==> config.mk <==
export PLATFORM = sky130hd
export DESIGN_NAME = sort_out_serializer
export DESIGN_NICKNAME = d
export VERILOG_FILES = /design/src/rtl/sort_pkg.sv /design/src/rtl/sort_frame_fifo.sv /design/src/rtl/sort_out_serializer.sv
export SDC_FILE = /design/constraint.sdc
export NUM_CORES = 1
export LEC_CHECK = 0
export CAP_MARGIN = 5
export CORE_MARGIN = 5
export CORE_UTILIZATION = 45
export DETAILED_ROUTE_END_ITERATION = 8
export SYNTH_ARGS = -nofsm -noshare
export SYNTH_HDL_FRONTEND = slang
export SYNTH_SLANG_ARGS = --single-unit
==> constraint.sdc <==
create_clock -name clk -period 3 [get_ports clk]
set_input_delay 0.75 -clock clk [delete_from_list [all_inputs] [get_ports clk]]
set_output_delay 0.75 -clock clk [all_outputs]
set_load 0.005 [all_outputs]
==> src/rtl/sort_pkg.sv <==
// rtl/sort_pkg.sv - shared package for the odd-even sorter chain
// Purpose : frame-width function, element-slice helper and the output FSM state enum.
// Ports   : none (package).
package sort_pkg;

  // Upper bounds for the generic slice helper. Callers zero-extend frames
  // to MAX_FRAME_W and truncate the result to their element width.
  localparam int unsigned MAX_FRAME_W = 1024;
  localparam int unsigned MAX_ELEM_W  = 64;

  typedef enum logic {
    IDLE   = 1'b0,
    STREAM = 1'b1
  } sort_state_e;

  function automatic int unsigned FRAME_W(input int unsigned n, input int unsigned k);
    return n * k;
  endfunction

  // Element idx occupies bits [(idx+1)*k-1 -: k]. An out-of-range idx
  // shifts everything out and yields zero.
  function automatic logic [MAX_ELEM_W-1:0] elem_slice(
    input logic [MAX_FRAME_W-1:0] frame,
    input int unsigned            idx,
    input int unsigned            k
  );
    logic [MAX_FRAME_W-1:0] shifted;
    logic [MAX_ELEM_W-1:0]  mask;
    shifted = frame >> (idx * k);
    mask    = {MAX_ELEM_W{1'b1}} >> (MAX_ELEM_W - k);
    return shifted[MAX_ELEM_W-1:0] & mask;
  endfunction

endpackage

==> src/rtl/sort_frame_fifo.sv <==
// rtl/sort_frame_fifo.sv - frame-wide synchronous FIFO for the sorter output stage
// Purpose : buffers whole DATA_W-bit frames; head is visible combinationally on pop_data_o.
// Ports   : clk_i, rst_i (async, active-high)
//           push_i/push_data_i  write a frame (ignored when full unless popping this cycle)
//           pop_i/pop_data_o    remove the head frame (ignored when empty)
//           count_o             frames held, 0..DEPTH
//           full_o, empty_o     occupancy flags
module sort_frame_fifo
  import sort_pkg::*;
#(
  parameter int DATA_W = 32,
  parameter int DEPTH  = 4
) (
  input  logic                       clk_i,
  input  logic                       rst_i,
  input  logic                       push_i,
  input  logic [DATA_W-1:0]          push_data_i,
  input  logic                       pop_i,
  output logic [DATA_W-1:0]          pop_data_o,
  output logic [$clog2(DEPTH):0]     count_o,
  output logic                       full_o,
  output logic                       empty_o
);

  localparam int AW = $clog2(DEPTH);

  logic [DATA_W-1:0] mem_q [DEPTH];
  logic [AW-1:0]     wr_ptr_q, wr_ptr_d;
  logic [AW-1:0]     rd_ptr_q, rd_ptr_d;
  logic [AW:0]       count_q, count_d;
  logic              do_push, do_pop;

  assign empty_o    = (count_q == '0);
  assign full_o     = (count_q == (AW+1)'(DEPTH));
  assign count_o    = count_q;
  assign pop_data_o = mem_q[rd_ptr_q];

  // A push into a full FIFO is legal when the head leaves in the same cycle:
  // the write lands in the slot the read is vacating.
  assign do_pop  = pop_i && !empty_o;
  assign do_push = push_i && (!full_o || do_pop);

  always_comb begin
    wr_ptr_d = wr_ptr_q;
    rd_ptr_d = rd_ptr_q;
    count_d  = count_q;
    if (do_push) wr_ptr_d = wr_ptr_q + 1'b1;
    if (do_pop)  rd_ptr_d = rd_ptr_q + 1'b1;
    case ({do_push, do_pop})
      2'b10:   count_d = count_q + 1'b1;
      2'b01:   count_d = count_q - 1'b1;
      default: count_d = count_q;
    endcase
  end

  always_ff @(posedge clk_i or posedge rst_i) begin
    if (rst_i) begin
      wr_ptr_q <= '0;
      rd_ptr_q <= '0;
      count_q  <= '0;
    end else begin
      wr_ptr_q <= wr_ptr_d;
      rd_ptr_q <= rd_ptr_d;
      count_q  <= count_d;
    end
  end

  // Storage needs no reset: nothing is read until count_q says it was written.
  always_ff @(posedge clk_i) begin
    if (do_push) mem_q[wr_ptr_q] <= push_data_i;
  end

endmodule

==> src/rtl/sort_out_serializer.sv <==
// rtl/sort_out_serializer.sv - frame capture, buffering and element-serial output of sorted vectors
// Purpose : accepts one n*k-bit sorted frame per cycle without back-pressure, buffers frames
//           in sort_frame_fifo and emits them one k-bit element per valid/ready beat,
//           element 0 first, out_last on element n-1. Frames arriving on a full FIFO are
//           dropped and counted in a saturating counter.
// Macro   : SORT_ORDER_CHECK_EN - when defined, builds an unsigned order checker that sets
//           the sticky order_err flag if an element is smaller than its predecessor.
// Ports   : clk, reset (async, active-high)
//           frame_valid, in_frame[n*k]   frame input, element i at [(i+1)*k-1 -: k]
//           out_valid, out_ready, out_data[k], out_last   element stream
//           drop_cnt[CNT_W]   frames dropped on full FIFO (saturating)
//           order_err         sticky order-violation flag
module sort_out_serializer
  import sort_pkg::*;
#(
  parameter int n          = 4,
  parameter int k          = 8,
  parameter int FIFO_DEPTH = 4,
  parameter int CNT_W      = 8
) (
  input  logic             clk,
  input  logic             reset,
  input  logic             frame_valid,
  input  logic [n*k-1:0]   in_frame,
  output logic             out_valid,
  input  logic             out_ready,
  output logic [k-1:0]     out_data,
  output logic             out_last,
  output logic [CNT_W-1:0] drop_cnt,
  output logic             order_err
);

  localparam int FW    = FRAME_W(n, k);
  localparam int IDX_W = $clog2(n);
  localparam int CW    = $clog2(FIFO_DEPTH) + 1;
  localparam logic [IDX_W-1:0] LAST_IDX = IDX_W'(n - 1);

  sort_state_e      state_q, state_d;
  logic [IDX_W-1:0] idx_q, idx_d;
  logic [FW-1:0]    frame_q, frame_d;
  logic [CNT_W-1:0] drop_cnt_q, drop_cnt_d;

  logic             fifo_push, fifo_pop, fifo_full, fifo_empty;
  logic [FW-1:0]    fifo_head;
  logic [CW-1:0]    fifo_count;
  logic             beat, frame_drop;

  sort_frame_fifo #(
    .DATA_W (FW),
    .DEPTH  (FIFO_DEPTH)
  ) u_fifo (
    .clk_i       (clk),
    .rst_i       (reset),
    .push_i      (fifo_push),
    .push_data_i (in_frame),
    .pop_i       (fifo_pop),
    .pop_data_o  (fifo_head),
    .count_o     (fifo_count),
    .full_o      (fifo_full),
    .empty_o     (fifo_empty)
  );

  // The sorter cannot be stalled, so a frame is either taken now or lost.
  assign fifo_push  = frame_valid && ((fifo_count < CW'(FIFO_DEPTH)) || fifo_pop);
  assign frame_drop = frame_valid && fifo_full && !fifo_pop;

  assign out_valid = (state_q == STREAM);
  assign out_last  = out_valid && (idx_q == LAST_IDX);
  assign out_data  = k'(elem_slice(MAX_FRAME_W'(frame_q), 32'(idx_q), k));
  assign beat      = out_valid && out_ready;
  assign drop_cnt  = drop_cnt_q;

  always_comb begin
    state_d  = state_q;
    idx_d    = idx_q;
    frame_d  = frame_q;
    fifo_pop = 1'b0;
    unique case (state_q)
      IDLE: begin
        if (!fifo_empty) begin
          fifo_pop = 1'b1;
          frame_d  = fifo_head;
          idx_d    = '0;
          state_d  = STREAM;
        end
      end
      STREAM: begin
        if (out_ready) begin
          if (idx_q != LAST_IDX) begin
            idx_d = idx_q + 1'b1;
          end else if (!fifo_empty) begin
            // Reload on the last beat so consecutive frames leave no bubble.
            fifo_pop = 1'b1;
            frame_d  = fifo_head;
            idx_d    = '0;
          end else begin
            idx_d   = '0;
            state_d = IDLE;
          end
        end
      end
      default: state_d = IDLE;
    endcase
  end

  always_comb begin
    drop_cnt_d = drop_cnt_q;
    if (frame_drop && (drop_cnt_q != {CNT_W{1'b1}})) drop_cnt_d = drop_cnt_q + 1'b1;
  end

  always_ff @(posedge clk or posedge reset) begin
    if (reset) begin
      state_q    <= IDLE;
      idx_q      <= '0;
      frame_q    <= '0;
      drop_cnt_q <= '0;
    end else begin
      state_q    <= state_d;
      idx_q      <= idx_d;
      frame_q    <= frame_d;
      drop_cnt_q <= drop_cnt_d;
    end
  end

`ifdef SORT_ORDER_CHECK_EN
  logic         order_err_q, order_err_d;
  logic [k-1:0] prev_elem;

  // At idx_q==0 the slice index underflows and reads zero; the compare is gated off there.
  assign prev_elem = k'(elem_slice(MAX_FRAME_W'(frame_q), 32'(idx_q) - 32'd1, k));

  always_comb begin
    order_err_d = order_err_q;
    if (beat && (idx_q != '0) && (out_data < prev_elem)) order_err_d = 1'b1;
  end

  always_ff @(posedge clk or posedge reset) begin
    if (reset) order_err_q <= 1'b0;
    else       order_err_q <= order_err_d;
  end

  assign order_err = order_err_q;
`else
  assign order_err = 1'b0;
`endif

endmodule

==> PnR_summary.wiki <==
{| class="wikitable"
! Metric !! Value
|-
| Run status || finished, final reports clean
|-
| Worst max-slew margin expressed relative to the limit || 0.452
|-
| Placeable core area || 0.0152 mm²
|-
| Number of distinct library cells after synthesis || 33
|-
| Sum Neg Setup Slack || 0 ns
|-
| Detailed Route WL || 12400 µm
|-
| Number of clock buffers inserted by TritonCTS || 17
|-
| Cell class contributing the biggest share of worst-path delay || buffers and inverters
|-
| Static leakage || 0.00294 µW
|-
| Number of global-route vias before repair || 3474
|-
| Post-cts resize count || 0
|-
| Cell Rows || 45
|-
| Post-synthesis sequential area ratio || 0.729
|-
| Critical path startpoint category || register
|-
| Synthesis-to-layout area growth || 19.8%
|-
| IO Port Bufs || 53
|-
| Overall routing resource usage || 0.148
|-
| Top achievable clock speed || 0.359 GHz
|-
| Clock-pin transition on the worst setup and hold timing paths || 0.06 ns
|-
| Buffers from clock root to sink, at most || 2
|-
| Hold Violations, Final || 0
|-
| Placed Instances || 573
|-
| Library cell with the largest summed area after synthesis || sky130_fd_sc_hd__edfxtp_1
|-
| Max Clock Skew || 0.00950 ns
|-
| Overall die height || 135 µm
|-
| Share of cells above drive strength 1 || 0.297
|-
| DRC Markers || 0
|-
| Async set-or-reset flop fraction in the synthesized netlist || 0.281
|-
| Worst-path cell with the longest stage delay || sky130_fd_sc_hd__mux4_2
|-
| Die span in x || 135 µm
|-
| Remaining Overflow, GRT || 0
|-
| Final antenna-violating net count || 0
|-
| Routed wire per std cell || 20.6 µm
|-
| Number of hold-repair buffers added at the cts stage || 0
|-
| DP Area || 0.00783 mm²
|-
| Clock period minus final worst setup slack || 2.78 ns
|-
| Crit path capture type || output port
|-
| Area share of the leading cell type in the synthesized netlist || 0.550
|-
| Critical setup path kind || register to output port
|-
| Total iterations of the first detailed-routing run || 4
|-
| Switching share of power || 0.280
|-
| Setup repair after global routing missed its margin || no
|-
| Via density per instance || 5.32
|-
| Net Switching || 2260 µW
|-
| Number of synthesized flops with an enable pin || 128
|-
| Reported max-cap violation count || 0
|-
| Detailed placement HPWL || 7410 µm
|-
| Synth Cell Area || 0.00699 mm²
|-
| Power per unit of standard cell area || 964 mW/mm²
|-
| Number of levels the H-tree was split into || 4
|-
| Clock latency on the worst-skew pair || 0.42 ns
|-
| Post-route cell area || 0.00838 mm²
|-
| Count of final setup violators || 0
|-
| Power consumption || 8070 µW
|-
| Data arrival time at the worst-slack endpoint || 2.03 ns
|-
| Antenna diode count || 0
|-
| Count of yosys warnings during synthesis || 0
|-
| # IOs || 55
|-
| DRT iter0 DRCs || 148
|-
| Die Area || 0.0181 mm²
|-
| Share of the clock period used by the worst path || 0.927
|-
| Post-Syn Nets || 378
|-
| Clk root buf || sky130_fd_sc_hd__clkbuf_16
|-
| Worst path bufs/invs || 2
|-
| First-pass GRT wire length || 19700 µm
|-
| Final Net Count || 448
|-
| Gate count after technology mapping || 334
|-
| Maximum number of pins on one net before global-route repair || 35
|-
| Mean cell area of the mapped netlist || 20.9 µm²
|-
| Effective utilization at floorplan || 0.460
|-
| Critical Path Max Stage Delay || 0.57 ns
|-
| Sinks on the clock net || 178
|-
| CTS tree || yes
|-
| Proportion of power drawn by the clock network || 0.255
|-
| Final cell count without fillers || 605
|-
| Sequential group share of total power || 0.444
|-
| CP cell instances || buf_4 > mux4_2 > clkdlybuf4s50_1
|-
| Total of flip-flops plus latches after synthesis || 178
|-
| Top cells by area, synth || sky130_fd_sc_hd__edfxtp_1, sky130_fd_sc_hd__dfrtp_1, sky130_fd_sc_hd__mux4_2
|-
| Kind of path behind the tightest hold check || register to register
|-
| Share of total power in combinational logic || 0.301
|-
| RD Place Congestion || 0.713
|-
| Data required time at the worst endpoint || 2.25 ns
|-
| Primary FF master, synth || sky130_fd_sc_hd__edfxtp_1
|-
| Number of buffers inserted to repair setup after CTS || 0
|-
| Slew Limit Fails || 0
|-
| Internal || 5820 µW
|-
| Routed vias || 3216
|-
| Pin slew with the least headroom to its limit || 0.821 ns
|-
| Crit path max fanout || 11
|-
| Initial antenna violation count || 0
|-
| Layout Utilization || 0.551
|-
| Peak supply drop || 0.415 mV
|}
-- cell usage in the layout, fill, tap and decap left out, drive strengths merged, types with 4 or more instances in the layout --
cell and instances:
nor2 5, clkdlybuf4s50 53, ha 7, nand3 4, nor3 4, and3 4
clkinvlp 7, clkbuf 20, xor2 9, edfxtp 128, dfrtp 50, xnor2 4
mux2 35, mux4 40, inv 9, nand2 6, buf 12
-- synth_stat cells, drive strengths merged, types with 2 or more instances --
cell,n
nor2,5
xor2,9
mux4,40
xnor2,4
edfxtp,128
inv,8
mux2,35
nand2,6
and3,4
nand3,4
buf,11
and2,2
nor3,4
dfrtp,50
ha,7
clkbuf,3
o21ai,3
-- power groups by stage --
stage | Combinational [µW] | Clock, µW | Sequential (µW)
final | 2430 | 2060 | 3590
after global routing | 2630 | 2210 | 3660
after CTS | 2500 | 2100 | 3600
after detailed placement | 2490 | 0 | 3650
after global placement | 2470 | 0 | 3620
after floorplan | 1690 | 0 | 3490
-- sequential cells by signal (all words and copies together), names as in the netlist --
signal and cells:
u_fifo.mem_q 128, drop_cnt 8, frame_q 32, u_fifo.count_o 3, u_fifo.rd_ptr_q 2, out_valid 1, idx_q 2, u_fifo.wr_ptr_q 2
-- area by class of cell --
cell class | count | area, µm²
clock buffers | 20 | 437
flip-flops and latches | 178 | 5100
multi-input cells | 134 | 1770
fillers | 1188 | 6830
clock inverters | 12 | 114
well taps | 188 | 235
repair buffers | 65 | 696
inverters | 8 | 30.0
-- stage by stage --
step | hold slack [ns] | setup WS [ns]
2_1_floorplan | 0.475 | 0.681
3_3_place_gp | 0.481 | 0.134
5_1_grt | 0.519 | 0.127
4_1_cts | 0.494 | 0.177
6_report | 0.496 | 0.218
3_5_place_dp | 0.481 | 0.107
-- kinds of logic after synthesis --
kind of cell / count (synthesis) / synth area share
DFF: 178 / 0.729
muxes: 76 / 0.187
and+or+nand+nor: 31 / 0.0256
buffers and inverters: 22 / 0.0181
xor gates and xnor gates: 13 / 0.0163
adders and majority gates: 8 / 0.0154
AOI/OAI and AO/OA: 5 / 0.00859
other: 1 / 0.000536
-- worst paths after layout --
kind | slack (ns) | cells after the start | from | end
max | 0.22 | 3 | idx_q[0] | out_data[1]
min | 0.50 | 1 | drop_cnt[6] | drop_cnt[6]
max reg2reg | 0.53 | 12 | idx_q[0] | u_fifo.count_o[2]
min reg2reg | 0.50 | 1 | drop_cnt[6] | drop_cnt[6]
max in group asynchronous | 1.52 | 3 | reset | frame_q[12]
min in group asynchronous | 0.73 | 2 | reset | frame_q[5]
-- layer usage --
metal	wire length, µm	part of all wire	track usage	up-vias
met3	391	0.031	0.0350	16
met1	5790	0.47	0.203	1681
met4	220	0.018	0.0577	0
li1	-	-	-	1463
met5	0	0	0	-
met2	6030	0.48	0.233	56
Power figures use the tool's default switching activity.
==> variant, RTL diff (same flow settings) <==
The option `SORT_ORDER_CHECK_EN` is turned on by a define.
--- a/src/rtl/sort_out_serializer.sv
+++ b/src/rtl/sort_out_serializer.sv
@@ -10,6 +10,8 @@
 //           out_valid, out_ready, out_data[k], out_last   element stream
 //           drop_cnt[CNT_W]   frames dropped on full FIFO (saturating)
 //           order_err         sticky order-violation flag
+`define SORT_ORDER_CHECK_EN
+
 module sort_out_serializer
   import sort_pkg::*;
 #(
Behaviour: not the same (Yosys sat finds a counterexample within 10 cycles, from zero or initial values and one cycle with reset high).
==> variant against the unedited design <==
- cell count rose by 12%
- sequential cell count is 1 higher
- critical path depth unchanged
- highest routed layer unchanged
- area after synthesis increased by 8.4%
- wire length is 11% higher
- combinational power rose by 21%
- worst setup slack worse by 0.062 ns
- worst hold slack worse by 0.025 ns
- power grew 6.9%
- global-route usage increased by 0.14 points
- count of clock-buffer cells in the layout is 5 higher
- design area up 8.1%
==> variant: results (changes against the unedited design) <==
[global_route]
grt_max_degree=38  ; +8.6%
use_met3_pct=3.67  ; +0.17 points
grt_use_total_pct=15.0  ; +0.14 points
gr-usage-met1_pct=20.0  ; -0.36 points
grt_pass1_wl_mm=22.1  ; +13%
grt_pass1_vias=3909  ; +13%

[sta]
skew_ns=0.0109  ; +0.00137 ns
fin_worst_hold_slack_ns=0.471  ; -0.0246 ns

[worst_hold_path]
hold_path_startpoint=order_err$_DFFE_PP0P_
worstHoldPathCells=2  ; +1
hold_end=order_err$_DFFE_PP0P_

[worst_setup_path]
timing.rr.end=order_err$_DFFE_PP0P_
worst_ep_arrival_time_ns=2.09  ; +0.06 ns
rr_worst_depth=9  ; -3
crit_path_max_incr_delay_ns=0.60  ; +0.03 ns
reg2reg_slack_ns=0.34  ; -0.19 ns
cp_max_fo=19  ; +8

[place]
place_congestion=0.759  ; +6.4%
dp_cells=646  ; +13%
pre_cts_slack_ns=0.328  ; +0.221 ns
port_buffers=54  ; +1.9%
post_dp_cell_area_um2=8440  ; +7.8%
dp_hpwl_mm=8.93  ; +21%

[routing]
drt_iter0_markers=189  ; +28%
wl_per_cell_um=20.4  ; -0.88%
met1_length_mm=6.12  ; +5.7%
routed_via_density=5.35  ; +0.61%
wirelength_mm=13.8  ; +11%
wl_met2_mm=7.04  ; +17%
wl_met3_um=527  ; +35%

[synthesis]
synthAdderAreaFrac_pct=2.74  ; +1.2 points
synthCells=373  ; +12%
synth-compound-area-share_pct=1.60  ; +0.74 points
postSynth.asyncResetShare_pct=28.5  ; +0.40 points
synth_cell_types=39  ; +18%
synthXorXnorAreaFrac_pct=1.27  ; -0.36 points
synth-seq-area-share_pct=67.6  ; -5.3 points
synthTopCellsByCount=128 x edfxtp_1, 51 x dfrtp_1, 32 x mux2_2
synth_area_leaders=edfxtp_1 51%, dfrtp_1 17%, mux4_1 9.4%, mux4_2 6.2%, mux2_2 4.8%
synth.area.mux_share_pct=21.2  ; +2.6 points

[power]
peakVddDrop_mv=0.481  ; +16%
power.switching_uw=2460  ; +9.0%
p_leak_uw=0.00329  ; +12%

[cells_and_area]
num-nets-final=497  ; +11%
post-route-util_pct=54.8  ; -0.33 points

[status]
outcome=finished, final reports clean

[variant: cell count changes in the layout (fill, tap and decap cells not counted), moves of 3 or more]
cell,before,now
ha_1,7,15
mux4_1,0,27
mux2_4,0,3
inv_1,7,10
nand2_1,6,9
and2_1,1,5
mux2_2,35,32
nand3_1,4,7
clkinvlp_4,7,3
and3_1,4,0
nand2b_1,1,6
mux4_2,40,21
[variant: cells by family after synthesis]
logic type | count (synthesis)
mux | 85
xor+xnor | 11
fa+ha+maj | 16
compound gates | 13
buf+inv | 26
flops | 179
simple gates | 43
[variant: layout make-up]
cell class              instances  share of cell area (%)
multi-input cells             168                    25.0
inverters                      11                   0.456
repair buffers                 68                    8.14
well taps                     220                    3.04
clock inverters                 7                    1.02
flip-flops and latches        179                    56.6
clock buffers                  25                    5.72
[variant: timing repair]
| item | in CTS | in global routing |
|---|---|---|
| buffers inserted | 0 | 0 |
| endpoints found under the setup margin | 0 | 4 |
| resized for setup | 0 | 1 |
| hold endpoints to repair | 0 | 0 |
[variant: power groups by stage]
stage / clock network [µW] / registers, µW / logic, µW
after floorplan: 0 / 3360 / 2170
after global routing: 2390 / 3520 / 3240
final: 2240 / 3450 / 2950
after global placement: 0 / 3490 / 2960
after CTS: 2290 / 3460 / 3010
after detailed placement: 0 / 3510 / 3010
[variant: worst max-delay path by stage]
| stage | endpoint | slack (ns) | cells past startpoint |
|---|---|---|---|
| 2_1_floorplan | order_err$_DFFE_PP0P_ | 0.26 | 11 |
| 3_3_place_gp | u_fifo.mem_q[1][27]$_DFFE_PP_ | 0.38 | 5 |
| 3_5_place_dp | u_fifo.mem_q[2][30]$_DFFE_PP_ | 0.33 | 5 |
| 4_1_cts | out_data[4] | 0.04 | 3 |
| 5_1_grt | out_data[4] | 0.06 | 3 |
| 6_report | out_data[4] | 0.16 | 3 |
